`src/rtl/multiplicador_pkg.sv`:
```
// Shared constants for the shift-and-add multiplier: FSM state encoding and default operand width.
// Latency: n/a (constants only).
// Backpressure: n/a (constants only).
package multiplicador_pkg;

   localparam int DEF_WIDTH = 8;

   localparam logic [2:0] ST_IDLE  = 3'd0;
   localparam logic [2:0] ST_CHECK = 3'd1;
   localparam logic [2:0] ST_ADD   = 3'd2;
   localparam logic [2:0] ST_SHIFT = 3'd3;
   localparam logic [2:0] ST_DONE  = 3'd4;

endpackage

```
`src/rtl/mult_shift_add_dp.sv`:
```
// Shift-and-add datapath: shifted multiplicand A, shifted multiplier B, accumulator, B==0 detect.
// Latency: every control strobe takes effect on the next rising edge of clk.
// Backpressure: none; the controlling FSM raises at most one strobe per cycle.
module mult_shift_add_dp
   import multiplicador_pkg::*;
#(
   parameter int WIDTH = DEF_WIDTH
) (
   input  logic               clk,
   input  logic               rst_n,
   input  logic               i_load,
   input  logic               i_add,
   input  logic               i_shift,
   input  logic [WIDTH-1:0]   i_mr_mag,
   input  logic [WIDTH-1:0]   i_md_mag,
   output logic [2*WIDTH-1:0] o_acc,
   output logic               o_b_zero,
   output logic               o_b_lsb
);

   logic [2*WIDTH-1:0] r_a;
   logic [WIDTH-1:0]   r_b;
   logic [2*WIDTH-1:0] r_acc;

   // Load operands, accumulate A, or shift A left and B right, as strobed.
   always_ff @(posedge clk or negedge rst_n) begin
      if (!rst_n) begin
         r_a   <= '0;
         r_b   <= '0;
         r_acc <= '0;
      end else if (i_load) begin
         r_a   <= {{WIDTH{1'b0}}, i_md_mag};
         r_b   <= i_mr_mag;
         r_acc <= '0;
      end else if (i_add) begin
         r_acc <= r_acc + r_a;
      end else if (i_shift) begin
         r_a   <= r_a << 1;
         r_b   <= r_b >> 1;
      end
   end

   assign o_acc    = r_acc;
   assign o_b_zero = (r_b == '0);
   assign o_b_lsb  = r_b[0];

endmodule

```
`src/rtl/multiplicador_n.sv`:
```
// Sequential shift-and-add multiplier; optional two's-complement mode under MULT_SIGNED_EN.
// Latency: 1 + sum(2 + MR[i]) edges over the bits of |MR| up to its top 1 (1 when MR=0).
// Backpressure: init is only sampled in IDLE; requests while busy or in DONE are dropped.
module multiplicador_n
   import multiplicador_pkg::*;
#(
   parameter int WIDTH = DEF_WIDTH
) (
   input  logic               clk,
   input  logic               rst_n,
   input  logic               init,
   input  logic [WIDTH-1:0]   MR,
   input  logic [WIDTH-1:0]   MD,
`ifdef MULT_SIGNED_EN
   input  logic               sgn,
`endif
   output logic [2*WIDTH-1:0] pp,
   output logic               done,
   output logic               busy
);

   logic [2:0]         r_state;
   logic [2:0]         w_state_nxt;
   logic [2*WIDTH-1:0] r_pp;
   logic               r_done;
   logic [WIDTH-1:0]   w_mr_mag;
   logic [WIDTH-1:0]   w_md_mag;
   logic [2*WIDTH-1:0] w_acc;
   logic [2*WIDTH-1:0] w_result;
   logic               w_b_zero;
   logic               w_b_lsb;
   logic               w_load;
   logic               w_add;
   logic               w_shift;
   logic               w_finish;

   assign w_load   = (r_state == ST_IDLE) && init;
   assign w_add    = (r_state == ST_ADD);
   assign w_shift  = (r_state == ST_SHIFT);
   assign w_finish = (r_state == ST_CHECK) && w_b_zero;

`ifdef MULT_SIGNED_EN
   logic r_neg;

   // Magnitudes feed the unsigned datapath; -2^(WIDTH-1) maps to itself, read as unsigned.
   assign w_mr_mag = (sgn && MR[WIDTH-1]) ? -MR : MR;
   assign w_md_mag = (sgn && MD[WIDTH-1]) ? -MD : MD;
   assign w_result = r_neg ? -w_acc : w_acc;

   // Latch the result sign together with the operands.
   always_ff @(posedge clk or negedge rst_n) begin
      if (!rst_n) begin
         r_neg <= 1'b0;
      end else if (w_load) begin
         r_neg <= sgn && (MR[WIDTH-1] ^ MD[WIDTH-1]);
      end
   end
`else
   assign w_mr_mag = MR;
   assign w_md_mag = MD;
   assign w_result = w_acc;
`endif

   mult_shift_add_dp #(
      .WIDTH    (WIDTH)
   ) u_dp (
      .clk      (clk),
      .rst_n    (rst_n),
      .i_load   (w_load),
      .i_add    (w_add),
      .i_shift  (w_shift),
      .i_mr_mag (w_mr_mag),
      .i_md_mag (w_md_mag),
      .o_acc    (w_acc),
      .o_b_zero (w_b_zero),
      .o_b_lsb  (w_b_lsb)
   );

   // Next-state decode: walk B one bit per CHECK/[ADD]/SHIFT round until it empties.
   always_comb begin
      w_state_nxt = ST_IDLE;
      case (r_state)
         ST_IDLE:  w_state_nxt = init ? ST_CHECK : ST_IDLE;
         ST_CHECK: begin
            if (w_b_zero) begin
               w_state_nxt = ST_DONE;
            end else if (w_b_lsb) begin
               w_state_nxt = ST_ADD;
            end else begin
               w_state_nxt = ST_SHIFT;
            end
         end
         ST_ADD:   w_state_nxt = ST_SHIFT;
         ST_SHIFT: w_state_nxt = ST_CHECK;
         ST_DONE:  w_state_nxt = ST_IDLE;
         default:  w_state_nxt = ST_IDLE;
      endcase
   end

   // State register.
   always_ff @(posedge clk or negedge rst_n) begin
      if (!rst_n) begin
         r_state <= ST_IDLE;
      end else begin
         r_state <= w_state_nxt;
      end
   end

   // Capture the product and pulse done on the CHECK->DONE edge; pp holds otherwise.
   always_ff @(posedge clk or negedge rst_n) begin
      if (!rst_n) begin
         r_pp   <= '0;
         r_done <= 1'b0;
      end else begin
         r_done <= w_finish;
         if (w_finish) begin
            r_pp <= w_result;
         end
      end
   end

   assign pp   = r_pp;
   assign done = r_done;
   assign busy = (r_state == ST_CHECK) || (r_state == ST_ADD) || (r_state == ST_SHIFT);

endmodule

```
`config.mk`:
```
export PLATFORM = sky130hd
export DESIGN_NAME = multiplicador_n
export DESIGN_NICKNAME = d
export VERILOG_FILES = /design/src/rtl/multiplicador_pkg.sv /design/src/rtl/mult_shift_add_dp.sv /design/src/rtl/multiplicador_n.sv
export SDC_FILE = /design/constraint.sdc
export NUM_CORES = 1
export LEC_CHECK = 0
export BUFFER_PORTS_ARGS = -buffer_cell sky130_fd_sc_hd__buf_2
export CORE_MARGIN = 8
export CORE_UTILIZATION = 43
export DETAILED_ROUTE_END_ITERATION = 10
export SYNTH_ARGS = -nofsm -noshare
export SYNTH_HDL_FRONTEND = slang
export SYNTH_SLANG_ARGS = --single-unit
```
`constraint.sdc`:
```
create_clock -name clk -period 4.35 [get_ports clk]
set_input_delay 1.305 -clock clk [delete_from_list [all_inputs] [get_ports clk]]
set_output_delay 1.305 -clock clk [all_outputs]
set_load 0.03 [all_outputs]
```
# == Yosys cells after proc, flatten, opt, wreduce, memory -nomap -nowiden ==
# Cells that the tools add are included.
# op_classes
reduce_logical,9
addsub,1
eq_ne,4
mux,12
# op_table
operator,count
two-way mux 16 bit,5
two-way mux 8 bit,3
adder 16 bit,1
one-hot mux 3 bit (4 select lines),1
logical NOT 8 bit,1
"== test 3 x 2 -> 1 bit, second input constant",2
nonzero test 2 bit,2
"== test 3 x 1 -> 1 bit, second input constant",1
logical NOT 3 bit,1
two-way mux 3 bit,1
logical AND 1 bit,2
logical OR 1 bit,2
two-way mux 1 bit,2
"!= test 2 x 1 -> 1 bit, second input constant",1
AND reduction 2 bit,1
# word_totals
output_inout_bits,18
ff_bits,60
elab_cells,32

# == Logic depth before layout (Yosys ltp) ==
# Gate-level depths: netlist of the first run.
# logic_depth
depth_word,4
ltp_mapped,10
mapped_depth_nobuf,10

# == Cells and area by module ==
# Synthesis of the first run repeated with hierarchy kept, for this count alone.
# unflattened
cells_unflattened,328
area_unflattened_um2,3352.0
# by_module_without_submodules
mod,cells_each,area_per_inst_um2,instances
mult_shift_add_dp,275,2502.4,1
multiplicador_n,53,849.6,1

# == Worst setup path before layout of the first run ==
# No wires, ideal clock.
# synth_path
path_type,input-to-reg
from,input port init
to,register u_dp.r_a[2]
setup_ns,0.135
required_ns,4.215
stages,5
slack_ns,1.880
arrival_time_ns,2.335
cell_sequence,nand3b_1 > nor2_1 > clkbuf_1 > mux2i_1 > o21ai_0
# synth_between
elab_chain_cells,3
word_cells_on_any_way,5
cone_classes,eq/ne: 1; mux: 1; reduce/logical: 3
# synth_lines
element,line_no,text
"start, declared",multiplicador_n.sv:11,"input logic init,"
logical AND 1 bit *,multiplicador_n.sv:37,assign w_load = (r_state == ST_IDLE) && init;
!= test 2 x 1 -> 1 bit (no line) or nonzero test 2 bit (tied branches),--,
AND reduction 2 bit (no line),--,
"end signal, assigned",mult_shift_add_dp.sv:32,"r_a <= {{WIDTH{1'b0}}, i_md_mag};"
"end signal, assigned",mult_shift_add_dp.sv:38,r_a <= r_a << 1;
"end, declared",mult_shift_add_dp.sv:21,logic [2*WIDTH-1:0] r_a;
# Mark *: on every way between the ends. The rest lies on a longest branch, timed or not.
# A chain may end at the register's enable or synchronous reset.

# == Final worst setup path of the first run ==
# layout_path
from,"register u_dp.r_acc[0], in the netlist u_dp.o_acc[0]"
to,"register u_dp.r_acc[14], in the netlist u_dp.o_acc[14]"
# layout_between
elab_chain_cells,3
# layout_lines
element,line_no,text
"start, declared",mult_shift_add_dp.sv:23,logic [2*WIDTH-1:0] r_acc;
"start signal, assigned",mult_shift_add_dp.sv:36,r_acc <= r_acc + r_a;
adder 16 bit,mult_shift_add_dp.sv:36,
two-way mux 16 bit,mult_shift_add_dp.sv:35,end else if (i_add) begin
two-way mux 16 bit,mult_shift_add_dp.sv:31,end else if (i_load) begin
# No other way between the ends. The select of a mux whose other input is x is not followed.

==> results.ini, run 1 <==
[status]
status = completed

[logic_synthesis]
synth_cell_types = 45
synth-adder-area-share = 0.0663
postSynthCellCount = 326
synth_area_leaders = dfrtp_1, nand2_1, ha_1
synthMuxAreaShare = 0.0512
yosys_warnings = 0
syn_avg_cell_area_um2 = 9.60
synthSimpleGateAreaFrac = 0.171
synth_top_area_share = 0.480
yosys.cell_count.top_type = nand2_1
synth-edff-count = 0
ys_ff_latch = 60
synth_commonest_cells = nand2_1, dfrtp_1, o21ai_0
synth_compound_area_frac = 0.169
seq_area_frac_synth = 0.480
syn_nets = 361
yosys.area.top_type = dfrtp_1
async_reset_ff_frac = 1.00
synth_top_family_by_area = simple AND/OR/NAND/NOR gates
synth_area_um2 = 3130
synth_xor_xnor_area_share = 0.0280
synth_ff_type = dfrtp_1

[drt]
dr.first_iter.drc_count = 79
drc_errors = 0
antenna_left = 0
drt_pass1_iterations = 4
wl_met1_mm = 3.35
viasPerCell = 5.12
wire_per_inst_um = 14.2
met3WireLength_um = 306
routed_wl_mm = 6.60
wl_met2_mm = 2.85
routed.top_layer = met4
vias = 2387

[floorplanning]
die_x_um = 101
rows = 31
io_pins = 37
core-area_um2 = 7140
die_height_um = 101
dieArea_um2 = 10300
initial_core_util = 0.439

[cells_and_area]
synthToLayoutAreaGrowth_pct = 14.1
utilization = 0.501
drive_gt1_frac = 0.177
final_cell_area_um2 = 3570
diodes = 0
nNetsFinal = 397

[power_and_ir_drop]
combPwrFrac = 0.441
ir_drop_mv = 0.259
swShare = 0.434
power.internal_mw = 1.43
clkPwrFrac = 0.187
powerDensity_nw_per_um2 = 708
power_switching_mw = 1.10
leakage_nw = 1.85
p_seq_frac = 0.372

[sta]
rsz0062_at_grt = false
final-setup-viol-count = 0
hold_violations = 0
fin_crit_sh = 0.624
tightestPinTransition_ns = 1.04
slew_headroom = 0.305
slew_viol_final = 0
fin_skew_ns = 0.00499
max_freq_ghz = 0.369
fin_crit_ns = 2.71
finalSetupTns_ns = 0

[cts]
cts_made_buffers = 9
path_clk_slew_ns = 0.07
cts_buffer_depth = 2
clkLatencyLatePin_ns = 0.33
ctsHtreeMaxLevel = 3
cts_root_buf = clkbuf_8
cts_resized = 0
cts_tree = done
ctsHoldBuffers = 0
cts_setup_buffers = 0
clock_sinks = 60

[worst_setup_path]
cp_slowest_cell = or4b_2
cp_data_arrival_time_ns = 2.98
critPathCaptureType = register
crit_fanout = 4
slowest_delay_ns = 0.63
cp.required_ns = 4.62
start_kind = register
criticalPathCategory = reg -> reg
crit_path_cell_trace = ha_1, inv_1, fa_1, nor2b_1, o21a_1, o21ai_0, a21oi_1, a31oi_1, or4b_2, nand3_1

[placement]
dp_hpwl_mm = 4.64
gp_congestion = 0.850
dpl_cell_area_um2 = 3390
port_buffers = 36

[global_route]
grtUsageTotal = 0.143
grt_max_degree = 39
grt.overflow.total = 0
first_global_vias = 2365
grt_pass1_wl_mm = 11.5
antenna_found_initial = 0

[min_path]
min_path_type = reg -> reg

[flow_run]
max-cap-violations = 0

## metal layers
metal | track usage | up-vias
li1 | - | 1219
met1 | 0.194 | 1124
met2 | 0.211 | 36
met3 | 0.0309 | 8
met4 | 0.0653 | 0
met5 | 0 | -
## power by group through the flow
stage,Clock (mW),Combinational [mW],Sequential (mW)
2_1_floorplan,0,0.768,1.03
3_5_place_dp,0,1.12,0.952
3_3_place_gp,0,1.10,0.947
4_1_cts,0.487,1.13,0.943
6_report,0.473,1.11,0.941
5_1_grt,0.508,1.27,0.977
## flip-flops by register name, summed over array words and instances, names as in the netlist
register,cells
u_dp.r_a,16
pp,16
u_dp.o_acc,16
done,1
u_dp.r_b,8
r_state,3
## final timing paths
kind	from	to	slack [ns]	cells after the start
min in group asynchronous	rst_n	u_dp.r_b[3]	0.94	1
worst min register to register	pp[0]	pp[0]	0.47	2
worst max-delay path	u_dp.o_acc[0]	u_dp.o_acc[14]	1.64	10
max in group asynchronous	rst_n	pp[10]	2.53	2
worst max register to register	u_dp.o_acc[0]	u_dp.o_acc[14]	1.64	10
worst min-delay path	pp[0]	pp[0]	0.47	2
## placed cells by master, fill, tap and decap left out, types with 2 or more instances in the layout
cell type,count
nand3_1,14
inv_1,10
nand2_1,73
xor2_1,4
a21oi_1,13
a22o_1,10
clkbuf_8,12
o21bai_1,2
buf_4,3
xnor2_1,6
nand3b_1,3
nor2_1,15
a21o_1,8
ha_1,15
mux2i_1,16
and3_1,2
dfrtp_1,60
o21ai_0,27
or2_2,3
o21a_1,2
o31ai_1,3
a21o_2,2
buf_2,36
nor4_1,2
clkinv_2,3
a211oi_1,4
## final cells by class
type / instances / area [um^2]
Timing Repair Buffer: 39 / 203
Clock buffer: 12 / 165
Inverter: 10 / 37.5
Tap cell: 99 / 124
Sequential cell: 60 / 1500
Clock inverter: 4 / 22.5
Fill cell: 734 / 3560
Multi-Input combinational cell: 242 / 1520
## worst max-delay path, delay by kind of cell, from the launching register on
family / cells / cell delay [ns]
simple gates: 3 / 0.84
compound gates: 4 / 0.74
fa+ha+maj: 2 / 0.62
flops: 1 / 0.38
buf+inv: 1 / 0.07
## cells by family (layout without fill, tap and decap cells)
logic type / count (synthesis) / after routing
flops: 60 / 60
xor+xnor: 10 / 10
buf+inv: 24 / 65
fa+ha+maj: 16 / 16
mux: 16 / 16
simple gates: 121 / 121
compound gates: 79 / 79
## per-stage QoR
stage                     setup WS, ns  power, mW  std cells  hold WS, ns
after floorplan                   1.88       1.80        326        0.445
after global placement            1.64       2.05        450        0.455
after detailed placement          1.61       2.07        450        0.458
after CTS                         1.69       2.56        466        0.475
after global routing              1.41       2.75        466        0.496
final                             1.64       2.53        466        0.468
(Power assumes the default switching activity.)
==> run 2, diff against run 1 <==
==> constraint.sdc (replaced) <==
create_clock -name clk -period 2.74 [get_ports clk]
set_input_delay 0.822 -clock clk [delete_from_list [all_inputs] [get_ports clk]]
set_output_delay 0.822 -clock clk [all_outputs]
set_load 0.03 [all_outputs]
==> results.ini, run 2 (same netlist as run 1, synthesis figures left out) <==
[status]
status = completed

[floorplanning]
die_height_um = 101
rows = 31
core-area_um2 = 7140
initial_core_util = 0.439
die_x_um = 101
dieArea_um2 = 10300
io_pins = 37

[cells_and_area]
drive_gt1_frac = 0.186
multi_input_area_um2 = 1520
nNetsFinal = 400
n_fill_cell = 704
synthToLayoutAreaGrowth_pct = 16.5
layoutNonFillerInstCount = 469
final_common_cell = nand2_1
layout_common_cells = nand2_1, dfrtp_1, buf_2
regArea_um2 = 1500
diodes = 0

[drt]
viasPerCell = 5.05
vias = 2370
drc_errors = 0
drt_pass1_iterations = 4
routed_wl_mm = 6.65
wire_per_inst_um = 14.2
antenna_left = 0
dr.first_iter.drc_count = 76

[worst_setup_path]
cp_data_arrival_time_ns = 2.83
crit_fanout = 4
start_kind = register
critPathCaptureType = register
cp.required_ns = 2.99
criticalPathCategory = reg -> reg

[global_route]
first_global_vias = 2412
antenna_found_initial = 0
grt.overflow.total = 0
grtUsageTotal = 0.142
grt_max_degree = 39
grt_pass1_wl_mm = 11.4

[placement]
gp_congestion = 0.831
post-place-ws_ns = 0.161
dp_hpwl_mm = 4.83
placedCellCount = 452
port_buffers = 36

[cts]
cts_root_buf = clkbuf_8
cts_made_buffers = 9
cts_tree = done
ctsHoldBuffers = 0
ctsHtreeMaxLevel = 3
cts_buffer_depth = 2
path_clk_slew_ns = 0.07
clkLatencyLatePin_ns = 0.34
clock_sinks = 60

[sta]
fin_crit_ns = 2.58
rsz0062_at_grt = false
fin_skew_ns = 0.00408
finalSetupTns_ns = 0
hold_violations = 0
slew_viol_final = 0
final-setup-viol-count = 0
fin_crit_sh = 0.940
max_freq_ghz = 0.388
slew_headroom = 0.266
tightestPinTransition_ns = 1.10
fin_ws_ns = 0.165

[power_and_ir_drop]
powerDensity_nw_per_um2 = 1160
ir_drop_mv = 0.451
leakage_nw = 1.89

[min_path]
min_path_type = reg -> reg

[flow_run]
max-cap-violations = 0

==> run 2: cell types whose count changed in the layout (fill, tap and decap cells not counted), sizes merged <==
cell	delta
clkinvlp	-1
clkinv	-1
buf	+3
bufinv	+2
==> run 2: power breakdown <==
group          internal (mW)  total, mW  switching (mW)  leakage [nW]
Combinational          0.654       1.80            1.15         0.962
Clock                  0.583      0.927           0.343         0.122
Sequential              1.23       1.49           0.259         0.802
==> run 2: what timing repair did <==
| action | in CTS | in global routing |
|---|---|---|
| setup buffers | 0 | 1 |
| gates resized for setup | 0 | 2 |
| setup endpoints to repair | 0 | 1 |
==> run 2: metrics by stage <==
stage / hold WS (ns) / total power [mW] / utilization / cell area [um^2]
3_3_place_gp: 0.453 / 3.30 / 0.477 / 3400
3_5_place_dp: 0.457 / 3.32 / 0.477 / 3400
2_1_floorplan: 0.445 / 2.85 / - / 3130
5_1_grt: 0.497 / 4.57 / 0.511 / 3650
6_report: 0.467 / 4.22 / 0.511 / 3650
4_1_cts: 0.473 / 4.26 / 0.509 / 3640
==> run 2: cell type report <==
type                    instances  share of cell area
clock buffers                  12              0.0453
clock inverters                 4              0.0192
flip-flops and latches         60               0.412
repair buffers                 42              0.0618
multi-input cells             242               0.418
inverters                      10              0.0103
well taps                      99              0.0340
==> run 2: routing by layer <==
| layer | GRT usage | vias to the layer above | part of all wire | wire length (um) |
|---|---|---|---|---|
| met5 | 0 | - | 0 | 0 |
| met4 | 0.0664 | 0 | 0.016 | 109 |
| met3 | 0.0302 | 11 | 0.033 | 217 |
| met2 | 0.212 | 34 | 0.43 | 2850 |
| met1 | 0.192 | 1105 | 0.52 | 3480 |
| li1 | - | 1220 | - | - |
==> run 2: path summary, 6_finish.rpt <==
kind,from,to,slack [ns],cells past startpoint
max reg2reg,u_dp.r_a[1],u_dp.o_acc[15],0.16,8
min,pp[3],pp[3],0.47,2
max,u_dp.r_a[1],u_dp.o_acc[15],0.16,8
min reg2reg,pp[3],pp[3],0.47,2
max in group asynchronous,rst_n,u_dp.r_a[15],1.95,2
min in group asynchronous,rst_n,u_dp.r_a[6],0.51,2
==> run 2: worst max-delay path: stages (launching register included) <==
cell	delay (ns)
dfrtp_1	0.42
ha_1	0.34
a211oi_2	0.26
o21bai_1	0.13
a21o_1	0.21
a221o_2	0.43
a41oi_2	0.23
mux2i_1	0.25
mux2i_1	0.22
